==> config.mk <==
export PLATFORM = sky130hd
export DESIGN_NAME = multicycle_controller
export DESIGN_NICKNAME = d
export VERILOG_FILES = /design/src/rtl/multicycle_controller.sv
export SDC_FILE = /design/constraint.sdc
export NUM_CORES = 1
export LEC_CHECK = 0
export CORE_UTILIZATION = 40
export CTS_CLUSTER_DIAMETER = 200
export DETAILED_ROUTE_END_ITERATION = 10
export DONT_BUFFER_PORTS = 1
export PLACE_DENSITY = 0.58
export SLEW_MARGIN = 20
export SYNTH_ARGS = -nofsm -noshare
export SYNTH_HDL_FRONTEND = slang
export SYNTH_SLANG_ARGS = --single-unit
==> constraint.sdc <==
create_clock -name clk -period 3.2 [get_ports clk]
set_input_delay 0.64 -clock clk [delete_from_list [all_inputs] [get_ports clk]]
set_output_delay 0.64 -clock clk [all_outputs]
set_load 0.01 [all_outputs]
==> src/rtl/multicycle_controller.sv <==
// multicycle_controller: FETCH -> DECODE -> EXECUTE -> WRITEBACK sequencer for the RV32I ALU datapath.
// Define PERF_COUNTERS_EN to expose the retired_count and stall_count ports.
module multicycle_controller #(
  parameter int MAX_RETIRE   = 0,
  parameter int RETIRE_CNT_W = 32
) (
  input  logic                    clk,
  input  logic                    reset,
  input  logic                    run,
  input  logic [31:0]             instruction,
  output logic                    ir_write,
  output logic                    pc_write,
  output logic                    reg_write_enable,
  output logic [2:0]              alu_op,
  output logic                    use_imm,
  output logic [2:0]              state_out,
  output logic                    halted,
  output logic                    trap
`ifdef PERF_COUNTERS_EN
  ,
  output logic [RETIRE_CNT_W-1:0] retired_count,
  output logic [31:0]             stall_count
`endif
);

  localparam logic [2:0] ST_FETCH     = 3'd0;
  localparam logic [2:0] ST_DECODE    = 3'd1;
  localparam logic [2:0] ST_EXECUTE   = 3'd2;
  localparam logic [2:0] ST_WRITEBACK = 3'd3;
  localparam logic [2:0] ST_HALT      = 3'd4;
  localparam logic [2:0] ST_TRAP      = 3'd5;

  localparam logic [2:0] ALU_ADD = 3'd0;
  localparam logic [2:0] ALU_SUB = 3'd1;
  localparam logic [2:0] ALU_AND = 3'd2;
  localparam logic [2:0] ALU_OR  = 3'd3;
  localparam logic [2:0] ALU_XOR = 3'd4;
  localparam logic [2:0] ALU_SLL = 3'd5;
  localparam logic [2:0] ALU_SRL = 3'd6;
  localparam logic [2:0] ALU_SLT = 3'd7;

  localparam logic [6:0] OPC_R = 7'b0110011;
  localparam logic [6:0] OPC_I = 7'b0010011;

  localparam logic [RETIRE_CNT_W-1:0] CNT_ONE   = RETIRE_CNT_W'(1);
  localparam logic [RETIRE_CNT_W-1:0] CNT_LIMIT = RETIRE_CNT_W'(MAX_RETIRE);

  logic [2:0]  state;
  logic [31:0] ir;
  logic [6:0]  f7;
  logic [2:0]  f3;
  logic        dec_legal;
  logic [2:0]  dec_op;
  logic        dec_imm;
  logic        retire_limit;

  assign f7 = ir[31:25];
  assign f3 = ir[14:12];

  // NOTE: every variable gets a default first so no path through the case statements infers a latch.
  always_comb begin
    dec_legal = 1'b0;
    dec_op    = ALU_ADD;
    dec_imm   = 1'b0;
    case (f3)
      3'b000:  begin dec_legal = 1'b1;           dec_op = ALU_ADD; end
      3'b010:  begin dec_legal = 1'b1;           dec_op = ALU_SLT; end
      3'b100:  begin dec_legal = 1'b1;           dec_op = ALU_XOR; end
      3'b110:  begin dec_legal = 1'b1;           dec_op = ALU_OR;  end
      3'b111:  begin dec_legal = 1'b1;           dec_op = ALU_AND; end
      3'b001:  begin dec_legal = (f7 == 7'd0);   dec_op = ALU_SLL; end
      3'b101:  begin dec_legal = (f7 == 7'd0);   dec_op = ALU_SRL; end
      default: dec_legal = 1'b0;
    endcase
    case (ir[6:0])
      OPC_R: begin
        // f3=000 is the only R-type slot where f7 selects between two operations.
        if (f3 == 3'b000) begin
          dec_legal = (f7 == 7'b0000000) || (f7 == 7'b0100000);
          dec_op    = (f7 == 7'b0100000) ? ALU_SUB : ALU_ADD;
        end
      end
      OPC_I:   dec_imm   = 1'b1;
      default: dec_legal = 1'b0;
    endcase
  end

  // NOTE: sequential state uses non-blocking assignments so every register samples pre-edge values.
  always_ff @(posedge clk) begin
    if (reset) begin
      state   <= ST_FETCH;
      ir      <= '0;
      alu_op  <= ALU_ADD;
      use_imm <= 1'b0;
    end else begin
      case (state)
        ST_FETCH: begin
          if (run) begin
            ir    <= instruction;
            state <= ST_DECODE;
          end
        end
        ST_DECODE: begin
          if (ir == 32'd0) begin
            state <= ST_HALT;
          end else if (dec_legal) begin
            alu_op  <= dec_op;
            use_imm <= dec_imm;
            state   <= ST_EXECUTE;
          end else begin
            state <= ST_TRAP;
          end
        end
        ST_EXECUTE:   state <= ST_WRITEBACK;
        ST_WRITEBACK: state <= retire_limit ? ST_HALT : ST_FETCH;
        default:      state <= state;
      endcase
    end
  end

  // NOTE: strobes are gated by reset so an instruction abandoned by reset never writes.
  assign ir_write         = !reset && (state == ST_FETCH) && run;
  assign pc_write         = !reset && (state == ST_WRITEBACK);
  assign reg_write_enable = pc_write;
  assign state_out        = state;
  assign halted           = (state == ST_HALT);
  assign trap             = (state == ST_TRAP);

`ifdef PERF_COUNTERS_EN
  logic [RETIRE_CNT_W-1:0] retire_cnt;
  logic [31:0]             stall_cnt;

  always_ff @(posedge clk) begin
    if (reset) begin
      retire_cnt <= '0;
      stall_cnt  <= '0;
    end else begin
      if (pc_write) retire_cnt <= retire_cnt + CNT_ONE;
      if ((state == ST_FETCH) && !run) stall_cnt <= stall_cnt + 32'd1;
    end
  end

  assign retire_limit  = (MAX_RETIRE != 0) && (retire_cnt + CNT_ONE == CNT_LIMIT);
  assign retired_count = retire_cnt;
  assign stall_count   = stall_cnt;
`else
  generate
    if (MAX_RETIRE != 0) begin : g_retire
      logic [RETIRE_CNT_W-1:0] retire_cnt;

      always_ff @(posedge clk) begin
        if (reset)         retire_cnt <= '0;
        else if (pc_write) retire_cnt <= retire_cnt + CNT_ONE;
      end

      assign retire_limit = (retire_cnt + CNT_ONE == CNT_LIMIT);
    end else begin : g_no_retire
      assign retire_limit = 1'b0;
    end
  endgenerate
`endif

endmodule

==> summary.md <==
| Metric | Value |
|---|---|
| Core area | 3970 um2 |
| Post-CTS Setup Bufs | 0 |
| P per Cell Area | 759 nW/um2 |
| Sequential fraction of the synthesis area | 0.472 |
| Synth Register Bits | 39 |
| # nets final | 237 |
| GRT Total Usage | 0.176 |
| RSZ-0062 raised after global routing | false |
| R2R Path Start | state_out[0] |
| Worst setup startpoint | state_out[0] |
| Clk root buf | clkbuf_8 |
| Cells after Synth | 208 |
| R2R setup slack | 1390 ps |
| Slew HR | 0.575 |
| First-pass GRT wire length | 5.69 mm |
| Initial drt markers | 56 |
| Hold-fix buffers, CTS | 0 |
| Final worst path period share | 0.838 |
| DRT Wirelength | 3.54 mm |
| Max Freq | 0.373 GHz |
| Sink Count | 39 |
| Post-CTS Resized | 0 |
| Initial Utilization | 0.417 |
| Die area | 4400 um2 |
| Row cnt | 23 |
| Worst min path class | input pin to flip-flop |
| Async set-or-reset flop fraction in the synthesized netlist | 0 |
| Gp weighted congestion | 0.763 |
| Status | complete, no violations |
| WL per Instance | 14.0 um |
| Crit end category | output port |
| Synth warn | 0 |
| Vias per cell | 5.22 |
| Residual DRC | 0 |
| Post-synth EDFFs | 0 |
| Vias in the first global route | 1259 |
| I/O Pins | 47 |
| Cts bufs inserted | 5 |
| CTS Buffer Depth | 2 |
| Reg clk slew, reported paths | 70 ps |
| Port buffer count | 0 |
| Post-Syn Nets | 243 |
| Min-delay src | reset |
| Hold Fails Final Rpt | 0 |
| WHS | 419 ps |
| Post-route setup TNS | 0 ps |
| Largest net degree at the start of global routing | 48 |
| Routed via count | 1320 |
| Post-DP HPWL | 2.55 mm |
| Maximum vdd drop | 0.000278 V |
| Final min period | 2680 ps |
| Mapped cell area | 1650 um2 |
| Synth cell types | 35 |
| Total grt overflow | 0 |
| Crit Path Category | flip-flop to output port |
| WP data arrival | 2040 ps |
| Crit path launch type | flip-flop |
| Top FF cell, synth | dfxtp_1 |
| # diodes | 0 |
| Max H-tree Level | 2 |
| Final Skew | 4.67 ps |
| Die width | 66.3 um |
| LEAKAGE | 0.640 nW |
| Worst-skew pair later-pin latency | 290 ps |
| Worst EP required | 2560 ps |
| Die height | 66.3 um |
| Final Max Tran Viols | 0 |
| Setup-failing EPs final | 0 |
| Max-cap violations | 0 |
| Area grow syn2layout | 8.17% |
| Syn Area/Cell | 7.95 um2 |
| Crit path max fanout | 33 |
| Initial DRT Pass Iterations | 4 |
| Worst-margin pin slew | 633 ps |
| Initial antenna violation count | 0 |
| Share of layout cells above drive strength 1 | 0.0887 |
| Antenna Nets Post-Route | 0 |
| CTS tree | yes |
[where the power goes]
group / internal [mW] / total, mW / switching, mW
Combinational: 0.120 / 0.307 / 0.186
Clock: 0.252 / 0.420 / 0.168
Sequential: 0.557 / 0.631 / 0.0739
[state kept, by name (all words and copies together) (netlist names)]
name / cells
alu_op: 3
state_out: 3
use_imm: 1
ir: 32
[synth_stat cells, types with 2 or more instances]
library cell,n,share of area
a21oi_1,35,0.11
and3_1,2,0.0076
buf_2,4,0.012
clkbuf_1,9,0.020
dfxtp_1,39,0.47
inv_1,3,0.0068
mux2_4,2,0.018
nand2_1,68,0.15
nand2b_1,4,0.015
nand4_1,2,0.0076
nor2_1,6,0.014
nor2b_1,3,0.011
nor3_1,2,0.0061
nor4_1,5,0.019
o21ai_0,2,0.0061
or3_1,3,0.011
[area by class of cell]
| type | count | area, um2 |
|---|---|---|
| Clock buffer | 6 | 82.6 |
| Clock inverter | 2 | 35.0 |
| Fill cell | 429 | 2180 |
| Inverter | 3 | 11.3 |
| Multi-Input combinational cell | 152 | 810 |
| Sequential cell | 39 | 781 |
| Tap cell | 50 | 62.6 |
| Timing Repair Buffer | 1 | 7.51 |
[critical path: stages, from the launching register on]
cell,delay (ps)
dfxtp_1,410
or4b_2,1040
nor2_1,300
[routing by layer]
layer	global-route usage	up-vias	wire (um)
met5	0	-	0
met4	0.0824	0	66
met3	0.0621	6	228
met2	0.283	31	1620
met1	0.209	594	1630
li1	-	689	-
[through the flow]
| stage | worst slack [ps] | instance area, um2 | utilization | std cells | power, mW |
|---|---|---|---|---|---|
| 2_1_floorplan | 870 | 1650 | - | 208 | 0.886 |
| 3_3_place_gp | 700 | 1670 | 0.421 | 245 | 0.938 |
| 3_5_place_dp | 697 | 1670 | 0.421 | 245 | 0.954 |
| 4_1_cts | 499 | 1790 | 0.451 | 253 | 1.38 |
| 5_1_grt | 419 | 1790 | 0.451 | 253 | 1.45 |
| 6_report | 519 | 1790 | 0.451 | 253 | 1.36 |
[cell families (layout without fill, tap and decap cells)]
logic type,Yosys count,after routing,share of synthesized area
compound gates,45,45,0.158
xor+xnor,1,1,0.00530
buf+inv,17,12,0.0439
flops,39,39,0.472
mux,5,5,0.0378
simple gates,101,101,0.283
[path summary, 6_finish.rpt]
kind | to | cells past startpoint
worst max-delay path | ir_write | 2
worst min-delay path | ir[2] | 1
worst max register to register | ir[11] | 3
worst min register to register | ir[17] | 2
[cell usage in the layout (no fill, tap or decap), types with 2 or more instances in the layout]
cell type and n:
nor4_1 5, or3_1 3, inv_1 3, mux2_4 2
clkbuf_8 6, nor2_1 6, o21ai_0 2, dfxtp_1 39
nor2b_1 3, and3_1 2, nand2_1 68, nand4_1 2
a21oi_1 35, nand2b_1 4, nor3_1 2
No activity file was read; power rests on OpenSTA's default activity.
